### config.mk
export PLATFORM = sky130hd
export DESIGN_NAME = regfile_wr_arbiter
export DESIGN_NICKNAME = d
export VERILOG_FILES = /design/src/rtl/regfile_wr_arbiter.sv
export SDC_FILE = /design/constraint.sdc
export NUM_CORES = 1
export LEC_CHECK = 0
export ABC_AREA = 1
export CORE_MARGIN = 4
export CORE_UTILIZATION = 45
export DETAILED_ROUTE_END_ITERATION = 12
export HOLD_SLACK_MARGIN = 0.03
export PLACE_DENSITY = 0.8
export SLEW_MARGIN = 20
export SYNTH_ARGS = -nofsm -noshare
export SYNTH_HDL_FRONTEND = slang
export SYNTH_SLANG_ARGS = --single-unit
export TNS_END_PERCENT = 5
### constraint.sdc
create_clock -name clk -period 1.64 [get_ports clk]
set_input_delay 0.246 -clock clk [delete_from_list [all_inputs] [get_ports clk]]
set_output_delay 0.246 -clock clk [all_outputs]
set_load 0.05 [all_outputs]
### src/rtl/regfile_wr_arbiter.sv
// Shares the register-file write port between ALU writeback, load writeback and the
// two-beat PC-save sequence. The save always wins; ALU/memory contention is round-robin.
module regfile_wr_arbiter #(
  parameter int unsigned ADDR_W    = 4,
  parameter int unsigned DATA_W    = 16,
  parameter int unsigned PC_HI_REG = 10,
  parameter int unsigned PC_LO_REG = 9
) (
  input  logic              clk,
  input  logic              rst,
  input  logic              alu_valid,
  input  logic [ADDR_W-1:0] alu_addr,
  input  logic [DATA_W-1:0] alu_data,
  output logic              alu_ready,
  input  logic              mem_valid,
  input  logic [ADDR_W-1:0] mem_addr,
  input  logic [DATA_W-1:0] mem_data,
  output logic              mem_ready,
  input  logic              pc_save_req,
  input  logic [31:0]       pc_save_val,
  output logic              pc_save_busy,
  output logic              pc_save_done,
  output logic              we,
  output logic [ADDR_W-1:0] waddr,
  output logic [DATA_W-1:0] wdata,
  output logic              stall
);

  localparam logic [ADDR_W-1:0] PcHiAddr = ADDR_W'(PC_HI_REG);
  localparam logic [ADDR_W-1:0] PcLoAddr = ADDR_W'(PC_LO_REG);

  typedef enum logic [1:0] {StIdle, StSaveHi, StSaveLo} state_e;

  state_e            r_state;
  state_e            w_state_d;
  logic              r_rr_ptr;
  logic [31:0]       r_pc;
  logic              r_we;
  logic [ADDR_W-1:0] r_waddr;
  logic [DATA_W-1:0] r_wdata;
  logic              r_done;

  logic w_alu_grant;
  logic w_mem_grant;
  logic w_contended;
  logic w_save_start;

  always_comb begin
    w_state_d    = r_state;
    w_alu_grant  = 1'b0;
    w_mem_grant  = 1'b0;
    w_contended  = 1'b0;
    w_save_start = 1'b0;
    unique case (r_state)
      StIdle: begin
        if (pc_save_req) begin
          w_state_d    = StSaveHi;
          w_save_start = 1'b1;
        end else if (alu_valid && mem_valid) begin
          w_contended = 1'b1;
          w_alu_grant = ~r_rr_ptr;
          w_mem_grant = r_rr_ptr;
        end else begin
          w_alu_grant = alu_valid;
          w_mem_grant = mem_valid;
        end
      end
      StSaveHi: w_state_d = StSaveLo;
      StSaveLo: w_state_d = StIdle;
      default:  w_state_d = StIdle;
    endcase
  end

  always_ff @(posedge clk) begin
    if (rst) begin
      r_state  <= StIdle;
      r_rr_ptr <= 1'b0;
      r_pc     <= '0;
      r_we     <= 1'b0;
      r_waddr  <= '0;
      r_wdata  <= '0;
      r_done   <= 1'b0;
    end else begin
      r_state <= w_state_d;
      r_we    <= 1'b0;
      r_done  <= 1'b0;
      if (w_save_start) r_pc <= pc_save_val;
      // The pointer moves to the loser only when both writers were competing.
      if (w_contended) r_rr_ptr <= ~r_rr_ptr;
      if (r_state == StSaveHi) begin
        r_we    <= 1'b1;
        r_waddr <= PcHiAddr;
        r_wdata <= DATA_W'(r_pc[31:16]);
      end else if (r_state == StSaveLo) begin
        r_we    <= 1'b1;
        r_waddr <= PcLoAddr;
        r_wdata <= DATA_W'(r_pc[15:0]);
        r_done  <= 1'b1;
      end else if (w_alu_grant) begin
        r_we    <= 1'b1;
        r_waddr <= alu_addr;
        r_wdata <= alu_data;
      end else if (w_mem_grant) begin
        r_we    <= 1'b1;
        r_waddr <= mem_addr;
        r_wdata <= mem_data;
      end
    end
  end

  assign alu_ready    = w_alu_grant;
  assign mem_ready    = w_mem_grant;
  assign stall        = (alu_valid & ~w_alu_grant) | (mem_valid & ~w_mem_grant);
  assign pc_save_busy = (r_state != StIdle);
  assign pc_save_done = r_done;
  assign we           = r_we;
  assign waddr        = r_waddr;
  assign wdata        = r_wdata;

endmodule

# --- Word-level counts from Yosys, hierarchy flattened ---
# Cells that the tools add are included.
totals:
  elab_cells: 52
  output_inout_bits: 26
  regBits: 57
  in_bits: 77
op_classes:
  n_reduce_logical: 8
  eq_ne: 3
  muxes: 26
  bitwise: 6
ops:
  columns: ["cell", "n"]
  rows:
  - ["2-to-1 mux 16 bit", 4]
  - ["2-to-1 mux 1 bit", 16]
  - ["2-to-1 mux 4 bit", 4]
  - ["one-hot mux 2 bit (2 select lines)", 1]
  - ["nonzero test 2 bit", 2]
  - ["nonzero test 4 bit", 1]
  - ["inverter 1 bit", 3]
  - ["nonzero test 3 bit", 1]
  - ["OR reduction 3 bit", 1]
  - ["bitwise AND 1 bit", 2]
  - ["equality test 2 x 1 -> 1 bit, second input constant", 1]
  - ["equality test 2 bit, second input constant", 1]
  - ["logical NOT 2 bit", 1]
  - ["2-to-1 mux 2 bit", 1]
  - ["inequality test 2 bit, second input constant", 1]
  - ["OR reduction 2 bit", 1]
  - ["logical AND 1 bit", 1]
  - ["OR 1 bit", 1]

# --- Logic depth before layout (Yosys ltp) ---
depth:
  depth_word: 8
  mapped_depth: 11
  depth_no_buf: 10

# --- Worst setup path before layout ---
# OpenSTA, ideal clock, no wires.
synth_timing:
  path_kind: "register -> output"
  start: "register r_state[0]"
  end: "output port stall"
  arrival_ns: 2.119
  required_ns: 1.394
  slack_ns: -0.725
  path_buffers: 1
  path_stages_with_launch: 9
  cell_sequence: "dfxtp_1 inv_1 ha_1 inv_2 nor2_4 nand3_1 buf_2 inv_2 o22ai_1"
synth_via:
  elab_chain_len: 5
  word_cells_on_any_way: 8
  classes_between: "mux: 2; bitwise: 5; reduce/logical: 1"
synth_rtl:
  columns: ["item", "line", "rtl"]
  rows:
  - ["from (decl)", "34", "state_e r_state;"]
  - ["from (signal assigned)", "76", "r_state <= StIdle;"]
  - ["from (signal assigned)", "84", "r_state <= w_state_d;"]
  - ["logical NOT 2 bit", "54", "unique case (r_state)"]
  - ["2-to-1 mux 1 bit", "54", null]
  - ["net alu_ready", "14", "output logic alu_ready,"]
  - ["inverter 1 bit", "113", "assign stall = (alu_valid & ~w_alu_grant) | (mem_valid & ~w_mem_grant);"]
  - ["bitwise AND 1 bit", "113", null]
  - ["OR 1 bit", "113", null]
  - ["to (decl)", "26", "output logic stall"]
# The timed path passes the listed nets, and every way through them passes these cells.

# --- Worst setup path in the final report ---
layout_timing:
  start: "register r_state[0]"
  end: "output port stall"
layout_via:
  elab_chain_len: 5
  word_cells_on_any_way: 8
  classes_between: "mux: 2; bitwise: 5; reduce/logical: 1"
layout_rtl:
  columns: ["item", "line"]
  rows:
  - ["logical NOT 2 bit *", "54"]
  - ["2-to-1 mux 1 bit", "54"]
  - ["inverter 1 bit", "113"]
  - ["bitwise AND 1 bit", "113"]
  - ["OR 1 bit *", "113"]
# Every way passes the cells marked *; elsewhere a longest branch is shown, timed or not.

==> metrics.md <==
| Metric | Value |
|---|---|
| Outcome | `complete, but fails checks` |
| Failing checks | `negative setup slack` |
| 1st-iter DRT viols | `255` |
| Setup crit end kind | `primary output` |
| Rows | `29` |
| WS Path Type | `flip-flop to primary output` |
| Overall Power | `approximately 4.8 mW` |
| Most frequent cells in the layout | `nand2_1, clkdlybuf4s50_1, nor2_1, dfxtp_1, buf_4` |
| Post-synth cell types | `22` |
| Most common cell after layout, fill and taps aside | `nand2_1` |
| Clock power frac | `27.9%` |
| Critical-path maximum fanout | `3` |
| Synthesized Nets | `525` |
| Startpoint Class | `flip-flop` |
| Comb pwr share | `37.2%` |
| Register area share after synthesis | `38.86%` |
| Antenna Cells | `0` |
| Tightest Hold Check Type | `primary input to flip-flop` |
| Psw | `1.686 mW` |
| Total grt overflow | `0` |
| TritonCTS clock tree | `done` |
| Clock period minus worst slack | `around 1.7 ns` |
| Sw Share | `roughly a third` |
| Gr usage total | `22.50%` |
| PD cells | `about 1100 nW/µm²` |
| R2R setup slack | `around 0.06 ns` |
| Buffers on Ports | `around 100` |
| TritonCTS Sinks | `57` |
| Worst slack, placed | `-0.1144 ns` |
| RePlAce Congestion | `0.8339` |
| Vias per inst | `5.059` |
| Post-detail-place hpwl | `6.143 mm` |
| Drt drc | `0` |
| Internal power | `3.150 mW` |
| Max cap viols | `0` |
| Starting Density | `46.25%` |
| Warnings, synthesis | `0` |
| Drt total wl | `8.622 mm` |
| Clk_lat worst skew | `0.33 ns` |
| Pre-Repair DR Iteration Count | `5` |
| Period utilisation layout | `106.2%` |
| CP Data Required Time | `1.39 ns` |
| Synthesized area | `2937 µm²` |
| Power share of the sequential group | `34.9%` |
| Post-DR wirelength/cell | `13.39 µm` |
| Leak pwr | `2.135 nW` |
| DR vias | `3258` |
| Avg Cell Area, Syn | `approximately 6.6 µm²` |
| Seq cells post-synth | `57` |
| Clk_skew | `roughly 0.0054 ns` |
| CTS root buf | `clkbuf_8` |
| H-tree levels | `3` |
| Core box area | `6350 µm²` |
| Setup WS post-layout | `-0.1014 ns` |
| CTS Buf Count | `9` |
| First-pass GRT wire length | `14.03 mm` |
| Synth-to-Final Area Change | `52.71%` |
| Layout cells sized above 1 | `about 17%` |
| Syn Inst Count | `445` |
| Reg clk slew, reported paths | `0.06 ns` |
| Die area | `7882 µm²` |
| Max Slew Vio Count | `0` |
| Ports | `103` |
| Post-route cell area | `4484 µm²` |
| Fmax | `574.2 MHz` |
| Pin count of the biggest net entering global routing | `36` |
| RSZ-0062 raised after global routing | `true` |
| Die Y | `88.78 µm` |
| Slew headroom | `77.68%` |
| Yosys top cell by area | `dfxtp_1` |
| Vias in the first global route | `3111` |
| Initial antenna violation count | `0` |
| Main area contributors after synthesis | `dfxtp_1, nand2_1, nor2_1` |
| Total Nets Final | `642` |
| Synth top area share | `38.86%` |
| Die width | `roughly 89 µm` |
| Final TNS setup | `-0.2007 ns` |
| Detail Route Antenna Nets | `0` |
| Final Setup Violations | `3` |
| Max clock buf depth | `2` |
| Worst slew pin tran | `roughly 0.33 ns` |
| Final Hold Viols | `0` |
| Max VDD drop | `roughly 0.67 mV` |
| Worst path arrival time | `1.50 ns` |
| DP Area | `4158 µm²` |
per-stage QoR:
stage               cells  util [%]  hold WS (ns)
floorplan             445         -        0.3151
global placement      618     65.48        0.4632
detailed placement    618     65.48        0.4750
CTS                   641     69.87        0.4888
global route          644     70.62        0.4398
finish                644     70.62        0.4071
final cells by class:
type / count / area [µm²]
flip-flops and latches: 57 / 1144
well taps: 77 / 96.34
clock inverters: 2 / 35.03
fillers: 505 / 1866
inverters: 51 / 203.9
repair buffers: 138 / 1315
clock buffers: 14 / 172.7
multi-input cells: 305 / 1518
synthesized netlist by cell type, drive strengths merged:
cell and n:
buf 17, inv 50, nor3 2, a31oi 1
clkbuf 15, a211oi 1, nand4 20, clkinv 1
ha 3, a21oi 39, o22ai 1, nor2 72
nand3b 17, nand2 78, nand3 36, o21ai 35
dfxtp 57
timing repair:
item / in CTS / in global routing
resized for setup: 7 / 9
hold buffers: 0 / 0
pin swaps: 3 / 3
endpoints found under the setup margin: 7 / 22
buffers inserted: 7 / 3
metal layers:
layer / vias to the layer above / global-route usage [%] / wire (µm)
met5: - / 0 / 0
met1: 1449 / 28.75 / 3676
met4: 0 / 8.379 / 151
met3: 15 / 5.773 / 757
li1: 1672 / - / -
met2: 122 / 36.50 / 4036
path summary, 6_finish.rpt:
check              from       end  depth (start not counted)
max          r_state[0]     stall                          8
max reg2reg  r_state[0]  wdata[0]                          9
min reg2reg    r_pc[15]  r_pc[15]                          2
min           alu_valid  r_rr_ptr                          3
power by group through the flow:
| stage | sequential, mW | combinational, mW | clock (mW) |
|---|---|---|---|
| floorplan | 2.02 | 0.775 | 0 |
| global placement | 1.70 | 1.68 | 0 |
| detailed placement | 1.71 | 1.71 | 0 |
| CTS | 1.68 | 1.76 | 1.36 |
| global route | 1.70 | 1.95 | 1.43 |
| finish | 1.69 | 1.80 | 1.35 |
logic make-up after synthesis:
family | synth area share, %
simple gates | 34.77
buf+inv | 11.67
compound gates | 13.42
flops | 38.86
fa+ha+maj | 1.278
sequential cells by signal (all words and copies together) (netlist names):
register	flops
wdata	16
r_pc	32
we	1
pc_save_done	1
r_rr_ptr	1
r_state	2
waddr	4
critical path: stages (launching register included):
cell      delay, ns
dfxtp_2        0.33
inv_2          0.08
ha_4           0.19
inv_8          0.04
nor2_4         0.13
nand3_4        0.10
clkinv_4       0.08
o22ai_4        0.05
buf_6          0.15
(Power assumes the default switching activity.)
